===== src/rtl/taiko_pkg.sv =====
// Shared types and constants for the taiko note-rendering datapath.
// Build option HIT_ZONE_EN adds the MARK state that repaints the hit-zone marker.
package taiko_pkg;

  localparam int SCREEN_W = 160;
  localparam int SCREEN_H = 120;

  localparam logic [2:0] BLACK = 3'b000;
  localparam logic [2:0] RED   = 3'b100;
  localparam logic [2:0] BLUE  = 3'b001;
  localparam logic [2:0] WHITE = 3'b111;

`ifdef HIT_ZONE_EN
  typedef enum logic [2:0] {
    ST_IDLE  = 3'd0,
    ST_ERASE = 3'd1,
    ST_DRAW  = 3'd2,
    ST_MARK  = 3'd3,
    ST_DONE  = 3'd4
  } state_t;
`else
  typedef enum logic [2:0] {
    ST_IDLE  = 3'd0,
    ST_ERASE = 3'd1,
    ST_DRAW  = 3'd2,
    ST_DONE  = 3'd4
  } state_t;
`endif

  // A 9-bit column sum lands in the framebuffer only below SCREEN_W.
  function automatic logic col_visible(input logic [8:0] col);
    return (col < 9'(SCREEN_W));
  endfunction

endpackage


===== src/rtl/sprite_raster_counter.sv =====
// Row-major px/py raster walker over a SIZE x SIZE square, shared by every plotting state.
// px_nxt/py_nxt expose the value loaded at the next edge so callers can register pixel outputs in step.
module sprite_raster_counter #(
  parameter int SIZE = 8,
  parameter int CW   = $clog2(SIZE)
) (
  input  logic          CLOCK_50,
  input  logic          resetn,
  input  logic          clear,
  output logic [CW-1:0] px,
  output logic [CW-1:0] py,
  output logic [CW-1:0] px_nxt,
  output logic [CW-1:0] py_nxt,
  output logic          last
);

  // Next raster position; SIZE is a power of two so (SIZE-1,SIZE-1) wraps to (0,0).
  always_comb begin
    px_nxt = px;
    py_nxt = py;
    if (clear) begin
      px_nxt = '0;
      py_nxt = '0;
    end else begin
      px_nxt = px + CW'(1);
      if (px == CW'(SIZE - 1)) begin
        py_nxt = py + CW'(1);
      end else begin
        py_nxt = py;
      end
    end
  end

  // Counter state register.
  always_ff @(posedge CLOCK_50) begin
    if (!resetn) begin
      px <= '0;
      py <= '0;
    end else begin
      px <= px_nxt;
      py <= py_nxt;
    end
  end

  assign last = (px == CW'(SIZE - 1)) && (py == CW'(SIZE - 1));

endmodule


===== src/rtl/note_sprite_renderer.sv =====
// Erases the note sprite at its last position and redraws it at the new one, one pixel per clock.
// Build option HIT_ZONE_EN repaints the white hit-zone outline after every draw.
module note_sprite_renderer #(
  parameter int SIZE   = 8,
  parameter int LANE_Y = 56,
  parameter int HIT_X  = 16
) (
  input  logic       CLOCK_50,
  input  logic       resetn,
  input  logic       frame_tick,
  input  logic [7:0] note_x,
  input  logic [2:0] note_color,
  output logic [7:0] vga_x,
  output logic [6:0] vga_y,
  output logic [2:0] vga_colour,
  output logic       vga_plot,
  output logic       busy,
  output logic       done
);
  import taiko_pkg::*;

  localparam int CW = $clog2(SIZE);

  state_t        state_r, state_nxt_s;
  logic [7:0]    new_x_r, new_x_s, old_x_r;
  logic [2:0]    new_color_r, new_color_s, old_color_r;
  logic          have_old_r;
  logic [CW-1:0] px_s, py_s, px_nxt_s, py_nxt_s;
  logic          last_s, clear_s;
  logic [7:0]    base_x_s;
  logic [2:0]    colour_s;
  logic          active_s, edge_ok_s;
  logic [8:0]    col_sum_s;

  assign clear_s = !((state_r == ST_ERASE) || (state_r == ST_DRAW)
`ifdef HIT_ZONE_EN
                     || (state_r == ST_MARK)
`endif
                    );

  sprite_raster_counter #(.SIZE(SIZE), .CW(CW)) u_counter (
    .CLOCK_50 (CLOCK_50),
    .resetn   (resetn),
    .clear    (clear_s),
    .px       (px_s),
    .py       (py_s),
    .px_nxt   (px_nxt_s),
    .py_nxt   (py_nxt_s),
    .last     (last_s)
  );

  // Next-state logic; a tick is latched only from IDLE.
  always_comb begin
    state_nxt_s = state_r;
    new_x_s     = new_x_r;
    new_color_s = new_color_r;
    case (state_r)
      ST_IDLE: begin
        if (frame_tick) begin
          new_x_s     = note_x;
          new_color_s = note_color;
          if (have_old_r && (note_x == old_x_r) && (note_color == old_color_r)) begin
            state_nxt_s = ST_DONE;
          end else if (have_old_r) begin
            state_nxt_s = ST_ERASE;
          end else begin
            state_nxt_s = ST_DRAW;
          end
        end else begin
          state_nxt_s = ST_IDLE;
        end
      end
      ST_ERASE: begin
        if (last_s) state_nxt_s = ST_DRAW;
        else        state_nxt_s = ST_ERASE;
      end
      ST_DRAW: begin
`ifdef HIT_ZONE_EN
        if (last_s) state_nxt_s = ST_MARK;
`else
        if (last_s) state_nxt_s = ST_DONE;
`endif
        else        state_nxt_s = ST_DRAW;
      end
`ifdef HIT_ZONE_EN
      ST_MARK: begin
        if (last_s) state_nxt_s = ST_DONE;
        else        state_nxt_s = ST_MARK;
      end
`endif
      ST_DONE: state_nxt_s = ST_IDLE;
      default: state_nxt_s = ST_IDLE;
    endcase
  end

  // Pixel source for the cycle being entered, so the registered outputs match the counter.
  always_comb begin
    base_x_s  = 8'd0;
    colour_s  = BLACK;
    active_s  = 1'b0;
    edge_ok_s = 1'b1;
    case (state_nxt_s)
      ST_ERASE: begin
        base_x_s = old_x_r;
        colour_s = BLACK;
        active_s = 1'b1;
      end
      ST_DRAW: begin
        base_x_s = new_x_s;
        colour_s = new_color_s;
        active_s = 1'b1;
      end
`ifdef HIT_ZONE_EN
      ST_MARK: begin
        base_x_s  = 8'(HIT_X);
        colour_s  = WHITE;
        active_s  = 1'b1;
        edge_ok_s = (px_nxt_s == '0) || (py_nxt_s == '0) ||
                    (px_nxt_s == CW'(SIZE - 1)) || (py_nxt_s == CW'(SIZE - 1));
      end
`endif
      default: begin
        base_x_s = 8'd0;
        active_s = 1'b0;
      end
    endcase
  end

  assign col_sum_s = {1'b0, base_x_s} + 9'(px_nxt_s);

  // FSM state and sprite position/colour history.
  always_ff @(posedge CLOCK_50) begin
    if (!resetn) begin
      state_r     <= ST_IDLE;
      new_x_r     <= 8'd0;
      new_color_r <= 3'd0;
      old_x_r     <= 8'd0;
      old_color_r <= 3'd0;
      have_old_r  <= 1'b0;
    end else begin
      state_r     <= state_nxt_s;
      new_x_r     <= new_x_s;
      new_color_r <= new_color_s;
      if ((state_r == ST_DRAW) && last_s) begin
        old_x_r     <= new_x_r;
        old_color_r <= new_color_r;
        have_old_r  <= 1'b1;
      end
    end
  end

  // Registered framebuffer write port and status.
  always_ff @(posedge CLOCK_50) begin
    if (!resetn) begin
      vga_x      <= 8'd0;
      vga_y      <= 7'd0;
      vga_colour <= 3'd0;
      vga_plot   <= 1'b0;
      busy       <= 1'b0;
      done       <= 1'b0;
    end else begin
      vga_x      <= active_s ? col_sum_s[7:0] : 8'd0;
      vga_y      <= active_s ? (7'(LANE_Y) + 7'(py_nxt_s)) : 7'd0;
      vga_colour <= active_s ? colour_s : 3'd0;
      vga_plot   <= active_s && edge_ok_s && col_visible(col_sum_s);
      busy       <= active_s;
      done       <= (state_nxt_s == ST_DONE);
    end
  end

endmodule


===== config.mk =====
export PLATFORM = sky130hd
export DESIGN_NAME = note_sprite_renderer
export DESIGN_NICKNAME = d
export VERILOG_FILES = /design/src/rtl/taiko_pkg.sv /design/src/rtl/sprite_raster_counter.sv /design/src/rtl/note_sprite_renderer.sv
export SDC_FILE = /design/constraint.sdc
export NUM_CORES = 1
export LEC_CHECK = 0
export CORE_MARGIN = 4
export CORE_UTILIZATION = 35
export DETAILED_ROUTE_END_ITERATION = 10
export SLEW_MARGIN = 20
export SYNTH_ARGS = -nofsm -noshare
export SYNTH_HDL_FRONTEND = slang
export SYNTH_SLANG_ARGS = --single-unit

===== constraint.sdc =====
create_clock -name CLOCK_50 -period 5.15 [get_ports CLOCK_50]
set_input_delay 0.7725 -clock CLOCK_50 [delete_from_list [all_inputs] [get_ports CLOCK_50]]
set_output_delay 0.7725 -clock CLOCK_50 [all_outputs]
set_load 0.1 [all_outputs]

; Word-level counts from Yosys, hierarchy flattened
; Cells that the tools add are included.
[totals]
regBits = 53
latchBits = 0
ram_bits = 0
rom_bits = 0
inputBits = 14
output_inout_bits = 21
wordCells = 53
n_memories = 0
[classes]
n_addsub = 4
mul = 0
div = 0
magnitude_cmp = 1
n_eq_ne = 9
shifts = 0
muxes = 15
bitwise_logic = 0
reduce_logical = 10
[ops]
columns = operator, count
row1 = $mux W3, 8
row2 = $mux W8, 2
row3 = $pmux W8 S2, 1
row4 = $add A8 B3 Y9, 1
row5 = $eq A3 B3 Y1 const B, 3
row6 = $lt A9 B8 Y1 const B, 1
row7 = $pmux W3 S3, 1
row8 = $eq A8 B8 Y1, 1
row9 = $add A6 B3 Y7 const A, 1
row10 = $add A3 B1 Y3 const B, 2
row11 = $eq A3 B1 Y1 const B, 2
row12 = $eq A3 B2 Y1 const B, 2
row13 = $logic_and A1 B1 Y1, 5
row14 = $mux W2, 2
row15 = $eq A3 B3 Y1, 1
row16 = $logic_not A3 Y1, 1
row17 = $reduce_and A3 Y1, 1
row18 = $reduce_and A2 Y1, 1
row19 = $reduce_or A2 Y1, 1
row20 = $logic_or A1 B1 Y1, 1
row21 = $mux W1, 1

; Depth between registers and ports, before layout
; Gate-level depths: netlist of the first run.
[depth]
word_depth = 11
depth_mapped = 17
mapped_depth_nobuf = 16

; Modules after synthesis
; From an unflattened synthesis of the first run, not the netlist that was laid out.
[unflattened]
cells_unflattened = 244
hier_area_um2 = 2262.2
[by_module_without_submodules]
columns = mod, n_inst, cells_per_inst, area_each_um2, seq_area_each_um2
row1 = note_sprite_renderer, 1, 216, 1993.2, 880.8
row2 = sprite_raster_counter, 1, 28, 269.0, 120.1

; Least setup slack after synthesis of the first run
; Ideal clock, no wire load.
[synth_timing]
kind = input-to-reg
startpoint = input port note_x[5]
endpoint = register vga_plot
setup_time_ns = 0.058
arrival_ns = 3.497
required_ns = 5.092
setup_slack_ns = 1.595
path_stages = 14
n_path_buf = 0
cell_sequence = xor2_1 > or4_1 > o311ai_4 > nand2_2 > nand2_1 > o21ai_1 > ha_1 > inv_1 > fa_1 > inv_1 > a21o_1 > or4b_1 > o211ai_1 > o211a_1
[synth_between]
elab_chain_cells = 11
elab_cells_between_ends = 16
cone_classes = 1 x add/sub / 1 x order compare / 3 x eq/ne / 7 x mux / 4 x reduce/logical
[synth_lines]
columns = element, line_no
row1 = "start, declared", note_sprite_renderer.sv:11  ; input logic [7:0] note_x,
row2 = $eq A8 B8 Y1, note_sprite_renderer.sv:62  ; if (have_old_r && (note_x == old_x_r) && (note_color == old_color_r)) begin
row3 = $logic_and A1 B1 Y1 (2 in a row), note_sprite_renderer.sv:62
row4 = $mux W3, note_sprite_renderer.sv:62
row5 = $mux W3, note_sprite_renderer.sv:59  ; if (frame_tick) begin
row6 = $pmux W3 S3, note_sprite_renderer.sv:57  ; case (state_r)
row7 = $eq A3 B2 Y1 / $eq A3 B1 Y1 (equally long branches), note_sprite_renderer.sv:102  ; case (state_nxt_s)
row8 = $pmux W8 S2, note_sprite_renderer.sv:102
row9 = $add A8 B3 Y9, note_sprite_renderer.sv:129  ; assign col_sum_s = {1'b0, base_x_s} + 9'(px_nxt_s);
row10 = $lt A9 B8 Y1, taiko_pkg.sv:32  ; return (col < 9'(SCREEN_W));
row11 = $logic_and A1 B1 Y1 *, note_sprite_renderer.sv:165  ; vga_plot <= active_s && edge_ok_s && col_visible(col_sum_s);
row12 = "end signal, assigned", note_sprite_renderer.sv:165
row13 = "end, declared", note_sprite_renderer.sv:16  ; output logic vga_plot,
; Mark *: on every way between the ends. The rest lies on a longest branch, timed or not.
; A chain may end at the register's enable or synchronous reset.

; Final worst setup path of the first run
; Same ends and word-level chain as after synthesis.

==> impl_results.md, run 1 <==
- CP Class: input pin to flip-flop
- Delay-heaviest family, CP: simple AND/OR/NAND/NOR gates
- Hold_buf cts: 0
- Startpoint Class: input pin
- Outcome: finished clean
- Pre-CTS setup slack: 0.951 ns
- Overflow left after global routing: 0
- YS warnings: 0
- Fraction of layout cells with a size suffix above 1: 8.21%
- DR vias/cell: 5.05
- Final setup margin: 1.26 ns
- Clock Sinks: 50
- CTS tree: done
- Pins Over Slew Limit: 0
- CP arrival: 4.14 ns
- Hpwl dp: 3.70 mm
- CTS Buf Count: 5
- First-pass GRT wire length: 8.45 mm
- CTS max path bufs: 2
- Remaining antenna violation count: 0
- Largest net degree at the start of global routing: 29
- Crit-path cells: clkdlybuf4s50_1, xor2_1, or4_1, o311ai_4, nand2_2, nand2_1, o21ai_1, ha_1, inv_1, fa_1, inv_1, a21o_1, or4b_1, o211ai_1, o211a_1
- Number of setup violations in the final report: 0
- Setup_tns: 0 ns
- PortBufs: 33
- DR DRC count: 0
- Clock Latency Late Sink: 0.30 ns
- Slew margin rel.: 35.4%
- Crit end category: flip-flop
- Total power per unit cell area: 291 nW/um^2
- IO Count: 35
- Ys async rst share: 0%
- Post-synthesis cell area: 2360 um^2
- Synth Net Count: 273
- GRT Util Overall: 12.7%
- Max cap viols: 0
- RSZ-0062 raised after global routing: no
- Min-Delay Path Class: flip-flop to flip-flop
- DIE AREA: 8120 um^2
- Synth Flop Type: dfxtp_1
- Layout Utilization: 43.9%
- Synth area leaders: dfxtp_1, mux2i_1, nand2_1
- Synth top area share: 42.4%
- Post-synth EDFFs: 0
- H-tree depth reported by CTS: 2
- Die Height: 90.1 um
- Vias: 1,802
- Worst path bufs/invs: 3
- Core Box Area: 6460 um^2
- Total inserted antenna cells: 0
- Die Wd: 90.1 um
- Lkg Pwr: 1.12 nW
- WHS: 0.456 ns
- 1st-pass router iterations: 4
- Starting Density: 36.6%
- Critical Path Max Stage Delay: 0.57 ns
- Routability Congestion: 0.819
- Number of cell rows: 29
- Wire length per cell: 13.9 um
- Least-Margin Pin Slew: 0.966 ns
- Postcts setup bufs: 0
- Mapped Cells: 251
- WP data required: 5.40 ns
- F_max: 257 MHz
- CP dominant cell by count: inv_1
- Synth area leader: dfxtp_1
- Critical-path maximum fanout: 7
- Root buf cell: clkbuf_8
- Post-CTS sizing: 0
- Final clock skew: 0.00795 ns
- Drt total wl: 4.95 mm
- Post-Syn Area per Cell: 9.41 um^2
- Synth-to-Final Area Change: 20.0%
- Number of global-route vias before repair: 1,769
- Nets: 301
- Initial DRC count: 99
- Max IR drop VDD: 132 uV
- Yosys reg bits: 50
- Yosys cell types: 57
- Initial antenna violation count: 0
- Slowest stage cell, crit path: or4_1
- Hold Vio Cnt, Final: 0
- Register area share after synthesis: 42.4%
- Min Tclk post-route: 3.89 ns
- Final Cycle Share: 75.6%
- Clk slew on worst S/H paths: 0.09 ns
per-layer routing:
layer  global-route usage [%]  wire, um
met1                     16.9      2480
met2                     20.3      2130
met3                     2.67       262
met4                     4.46        75
met5                        0         0
sequential cells by signal (all words and copies together), names as in the netlist:
name          flops
busy              1
done              1
have_old_r        1
new_color_r       3
new_x_r           8
old_color_r       3
old_x_r           8
state_r           3
u_counter.px      3
u_counter.py      3
vga_colour        3
vga_plot          1
vga_x             8
vga_y             4
logic make-up (layout without fill, tap and decap cells):
kind of cell	Yosys count	after routing	share of synthesized area (%)
AO/OA/AOI/OAI	43	43	14.5
XOR/XNOR	19	19	7.05
adder cells (fa/ha/maj)	8	8	4.56
buffers and inverters	23	52	4.98
flip-flops	50	50	42.4
multiplexers	15	15	6.52
other	1	1	0.159
AND/OR/NAND/NOR	92	92	19.9
path summary, 6_finish.rpt:
path | from | endpoint | slack, ns | depth (start not counted)
max | note_x[5] | vga_plot | 1.26 | 15
min | new_x_r[5] | old_x_r[5] | 0.46 | 2
max reg2reg | u_counter.px[0] | vga_plot | 1.72 | 13
min reg2reg | new_x_r[5] | old_x_r[5] | 0.46 | 2
layout make-up:
| cell class | count | area, um^2 |
|---|---|---|
| clock buffer | 5 | 68.8 |
| clock inverter | 3 | 40.0 |
| fill | 631 | 3630 |
| inverter | 9 | 33.8 |
| multi-input combinational | 178 | 1250 |
| sequential | 50 | 1000 |
| tap | 77 | 96.3 |
| timing repair buffer | 35 | 345 |
synthesized netlist by cell type (3+ instances only):
library cell,n
ha_1,7
nor2_1,26
xor2_1,7
a21oi_1,14
xnor2_1,12
buf_2,3
clkbuf_1,5
nand4_1,3
dfxtp_1,50
buf_4,3
mux2i_1,12
o21ai_1,3
inv_1,6
inv_2,3
nand3_1,3
nand2_1,31
a31oi_1,3
and2_1,5
nor3_1,8
worst min-delay path: cells and delay by family (launching register included):
family          cells  cell delay (ns)
simple gates        1             0.05
flops               1             0.32
compound gates      1             0.05
cells in the final DEF (no fill, tap or decap), types with 2 or more instances in the layout:
cell	count
dfxtp_1	50
clkdlybuf4s50_1	33
nand2_1	31
and4_1	2
a21o_1	2
nor3_1	7
mux2i_1	12
xnor2_1	12
buf_4	2
a32o_1	2
clkinv_2	2
a21oi_1	14
inv_2	3
a31oi_1	3
and2_1	5
a21boi_0	2
clkbuf_8	5
nand3_1	3
a211oi_1	2
and3_1	2
nor3_2	2
ha_1	7
mux2_1	2
nand4_1	3
a41o_1	2
inv_1	6
xor2_1	7
o21ai_1	3
nor2_1	26
through the flow:
| step | area (um^2) | power (W) | cells |
|---|---|---|---|
| 3_3_place_gp | 2720 | 0.000565 | 349 |
| 6_report | 2830 | 0.000824 | 357 |
| 5_1_grt | 2830 | 0.000862 | 357 |
| 2_1_floorplan | 2360 | 0.000528 | 251 |
| 4_1_cts | 2830 | 0.000836 | 357 |
| 3_5_place_dp | 2720 | 0.000565 | 349 |
power by group:
part / switching, W / internal (W) / leakage [nW]
Sequential: 0.00000648 / 0.000399 / 0.407
Clock: 0.000126 / 0.000143 / 0.0579
Combinational: 0.000102 / 0.0000477 / 0.655
Power figures use the tool's default switching activity.
==> inputs of run 2 (changes only) <==
==> constraint.sdc (replaced) <==
create_clock -name CLOCK_50 -period 3.4 [get_ports CLOCK_50]
set_input_delay 0.51 -clock CLOCK_50 [delete_from_list [all_inputs] [get_ports CLOCK_50]]
set_output_delay 0.51 -clock CLOCK_50 [all_outputs]
set_load 0.1 [all_outputs]
==> impl_results.md, run 2 (synthesis gave the netlist of run 1 again) <==
- IO Count: 35 (unchanged)
- Pins Over Slew Limit: 0 (unchanged)
- Number of cell rows: 29 (unchanged)
- Max IR drop VDD: 254 uV (was 132 uV)
- DR vias/cell: 4.93 (was 5.05)
- Commonest cells after routing, fill and taps aside: dfxtp_1, nand2_1, clkdlybuf4s50_1 (was dfxtp_1, clkdlybuf4s50_1, nand2_1)
- CP dominant cell by count: inv_1 (unchanged)
- Vias: 1,847 (was 1,802)
- Routability Congestion: 0.858 (was 0.819)
- Crit end category: flip-flop (unchanged)
- DIE AREA: 8120 um^2 (unchanged)
- Layout Utilization: 46.0% (was 43.9%)
- Worst path bufs/invs: 3 (unchanged)
- Crit-path cells: clkdlybuf4s50_1, xor2_1, or4_4, o311ai_4, nand2_2, nand2_1, o21ai_1, ha_1, inv_1, fa_1, inv_1, a21o_1, or4b_1, o211ai_1, o211a_1 (was clkdlybuf4s50_1, xor2_1, or4_1, o311ai_4, nand2_2, nand2_1, o21ai_1, ha_1, inv_1, fa_1, inv_1, a21o_1, or4b_1, o211ai_1, o211a_1)
- Slew margin rel.: 35.2% (was 35.4%)
- Hold Vio Cnt, Final: 0 (unchanged)
- Die Wd: 90.1 um (unchanged)
- Total power per unit cell area: 407 nW/um^2 (was 291 nW/um^2)
- Max cap viols: 0 (unchanged)
- Number of setup violations in the final report: 0 (unchanged)
- Overflow left after global routing: 0 (unchanged)
- Initial DRC count: 91 (was 99)
- Remaining antenna violation count: 0 (unchanged)
- Initial antenna violation count: 0 (unchanged)
- H-tree depth reported by CTS: 2 (unchanged)
- Die Height: 90.1 um (unchanged)
- F_max: 304 MHz
- WHS: 0.453 ns (was 0.456 ns)
- Total inserted antenna cells: 0 (unchanged)
- First-pass GRT wire length: 8.47 mm (was 8.45 mm)
- Min-Delay Path Class: flip-flop to flip-flop (unchanged)
- Commonest non-fill, non-tap cell in the layout: dfxtp_1 (unchanged)
- Root buf cell: clkbuf_8 (unchanged)
- Clock Sinks: 50 (unchanged)
- CTS max path bufs: 2 (unchanged)
- Outcome: finished clean (unchanged)
- R2R setup slack: 0.25 ns (was 1.72 ns)
- WP data required: 3.66 ns (was 5.40 ns)
- DR DRC count: 0 (unchanged)
- CTS tree: done (unchanged)
- Core Box Area: 6460 um^2 (unchanged)
- Final clock skew: 0.00929 ns (was 0.00795 ns)
- Worst R2R Path Depth: 14 (was 13)
- Number of global-route vias before repair: 1,795 (was 1,769)
- GRT Util Overall: 12.8% (was 12.7%)
- Starting Density: 36.6% (unchanged)
- Final Cycle Share: 96.9%
- Least-Margin Pin Slew: 0.969 ns (was 0.966 ns)
- CP arrival: 3.55 ns (was 4.14 ns)
- Critical-path maximum fanout: 4 (was 7)
- Drt total wl: 5.05 mm (was 4.95 mm)
- Register area: 1000 um^2 (unchanged)
- PortBufs: 33 (unchanged)
- Startpoint Class: input pin (unchanged)
- Reg2Reg Launch Point: old_x_r[5] (was u_counter.px[0])
- Area taken by multi-input logic gates: 1250 um^2 (about the same)
- Synth-to-Final Area Change: 25.7% (was 20.0%)
- Slowest stage cell, crit path: or4b_1 (was or4_1)
- Hold_buf cts: 0 (unchanged)
- Nets: 319 (was 301)
- Wire length per cell: 13.5 um (was 13.9 um)
- RSZ-0062 raised after global routing: no (unchanged)
- Clk slew on worst S/H paths: 0.09 ns (about the same)
- Delay-heaviest family, CP: simple AND/OR/NAND/NOR gates (unchanged)
- Critical path startpoint: note_x[6] (was note_x[5])
- Fraction of layout cells with a size suffix above 1: 14.4% (was 8.21%)
- Crit path depth: 15 (unchanged)
- CTS Buf Count: 5 (unchanged)
- RR Endpoint: vga_plot (unchanged)
- Clock Latency Late Sink: 0.31 ns (was 0.30 ns)
- Lkg Pwr: 1.23 nW (was 1.12 nW)
- CP Class: input pin to flip-flop (unchanged)
- Fillers: 641 (was 631)
- 1st-pass router iterations: 4 (unchanged)
- Hpwl dp: 3.88 mm (was 3.70 mm)
- Critical Path Max Stage Delay: 0.50 ns (was 0.57 ns)
- Largest regs: new_x_r x8, old_x_r x8, vga_x x8 (unchanged)
- Min Tclk post-route: 3.29 ns
- Largest net degree at the start of global routing: 29 (unchanged)
- Setup_tns: 0 ns (unchanged)
- Setup crit end: vga_plot (unchanged)
run 2: cell count changes in the layout (fill, tap and decap cells not counted), sizes merged:
cell	delta
buf	+18
bufinv	-1
clkdlybuf4s50	-3
clkinv	-1
clkinvlp	+1
dlymetal6s2s	+3
inv	+1
run 2: metrics by stage:
step | total power [W] | setup WS [ns] | std cells | cell area (um^2)
floorplan | 0.000800 | 0.107 | 251 | 2360
global placement | 0.000864 | -0.256 | 366 | 2850
detailed placement | 0.000865 | -0.304 | 366 | 2850
CTS | 0.00122 | 0.00791 | 374 | 2950
global route | 0.00126 | 0.0264 | 375 | 2970
finish | 0.00121 | 0.106 | 375 | 2970
run 2: area by class of cell:
type	count	share of cell area, %
multi-input combinational	178	42.3
sequential	50	33.7
timing repair buffer	53	16.4
tap	77	3.25
clock buffer	5	2.32
inverter	9	1.14
clock inverter	3	0.843
run 2: worst reg2reg max path: cells and delay by family, from the launching register on:
family	cells	cell delay, ns
adder cells (fa/ha/maj)	2	0.38
buffers and inverters	2	0.11
XOR/XNOR	1	0.20
AO/OA/AOI/OAI	5	0.79
AND/OR/NAND/NOR	4	1.26
flip-flops	1	0.37
run 2: timing repair:
item,in CTS,in global routing
buffers inserted,0,1
setup endpoints to repair,0,3
resized for setup,0,5
run 2: how the worst min path moves through the flow:
stage,startpoint,endpoint,cells past startpoint
CTS,new_x_r[5],old_x_r[5],2
global route,u_counter.px[0],u_counter.px[0],1
detailed placement,u_counter.px[0],u_counter.px[0],1
floorplan,u_counter.px[0],u_counter.px[0],1
finish,new_x_r[5],old_x_r[5],2
global placement,u_counter.px[0],u_counter.px[0],1
run 2: metal layers:
layer	GRT usage [%]	part of all wire (%)	up-vias
li1	-	-	959
met5	0	0	-
met2	20.0	44	40
met4	3.70	1.0	0
met1	17.1	51	842
met3	3.59	4.6	6
run 2: power by group:
group / leakage, nW / switching (W) / internal, W
Sequential: 0.407 / 0.00000959 / 0.000604
Clock: 0.0447 / 0.000208 / 0.000149
Combinational: 0.774 / 0.000157 / 0.0000793
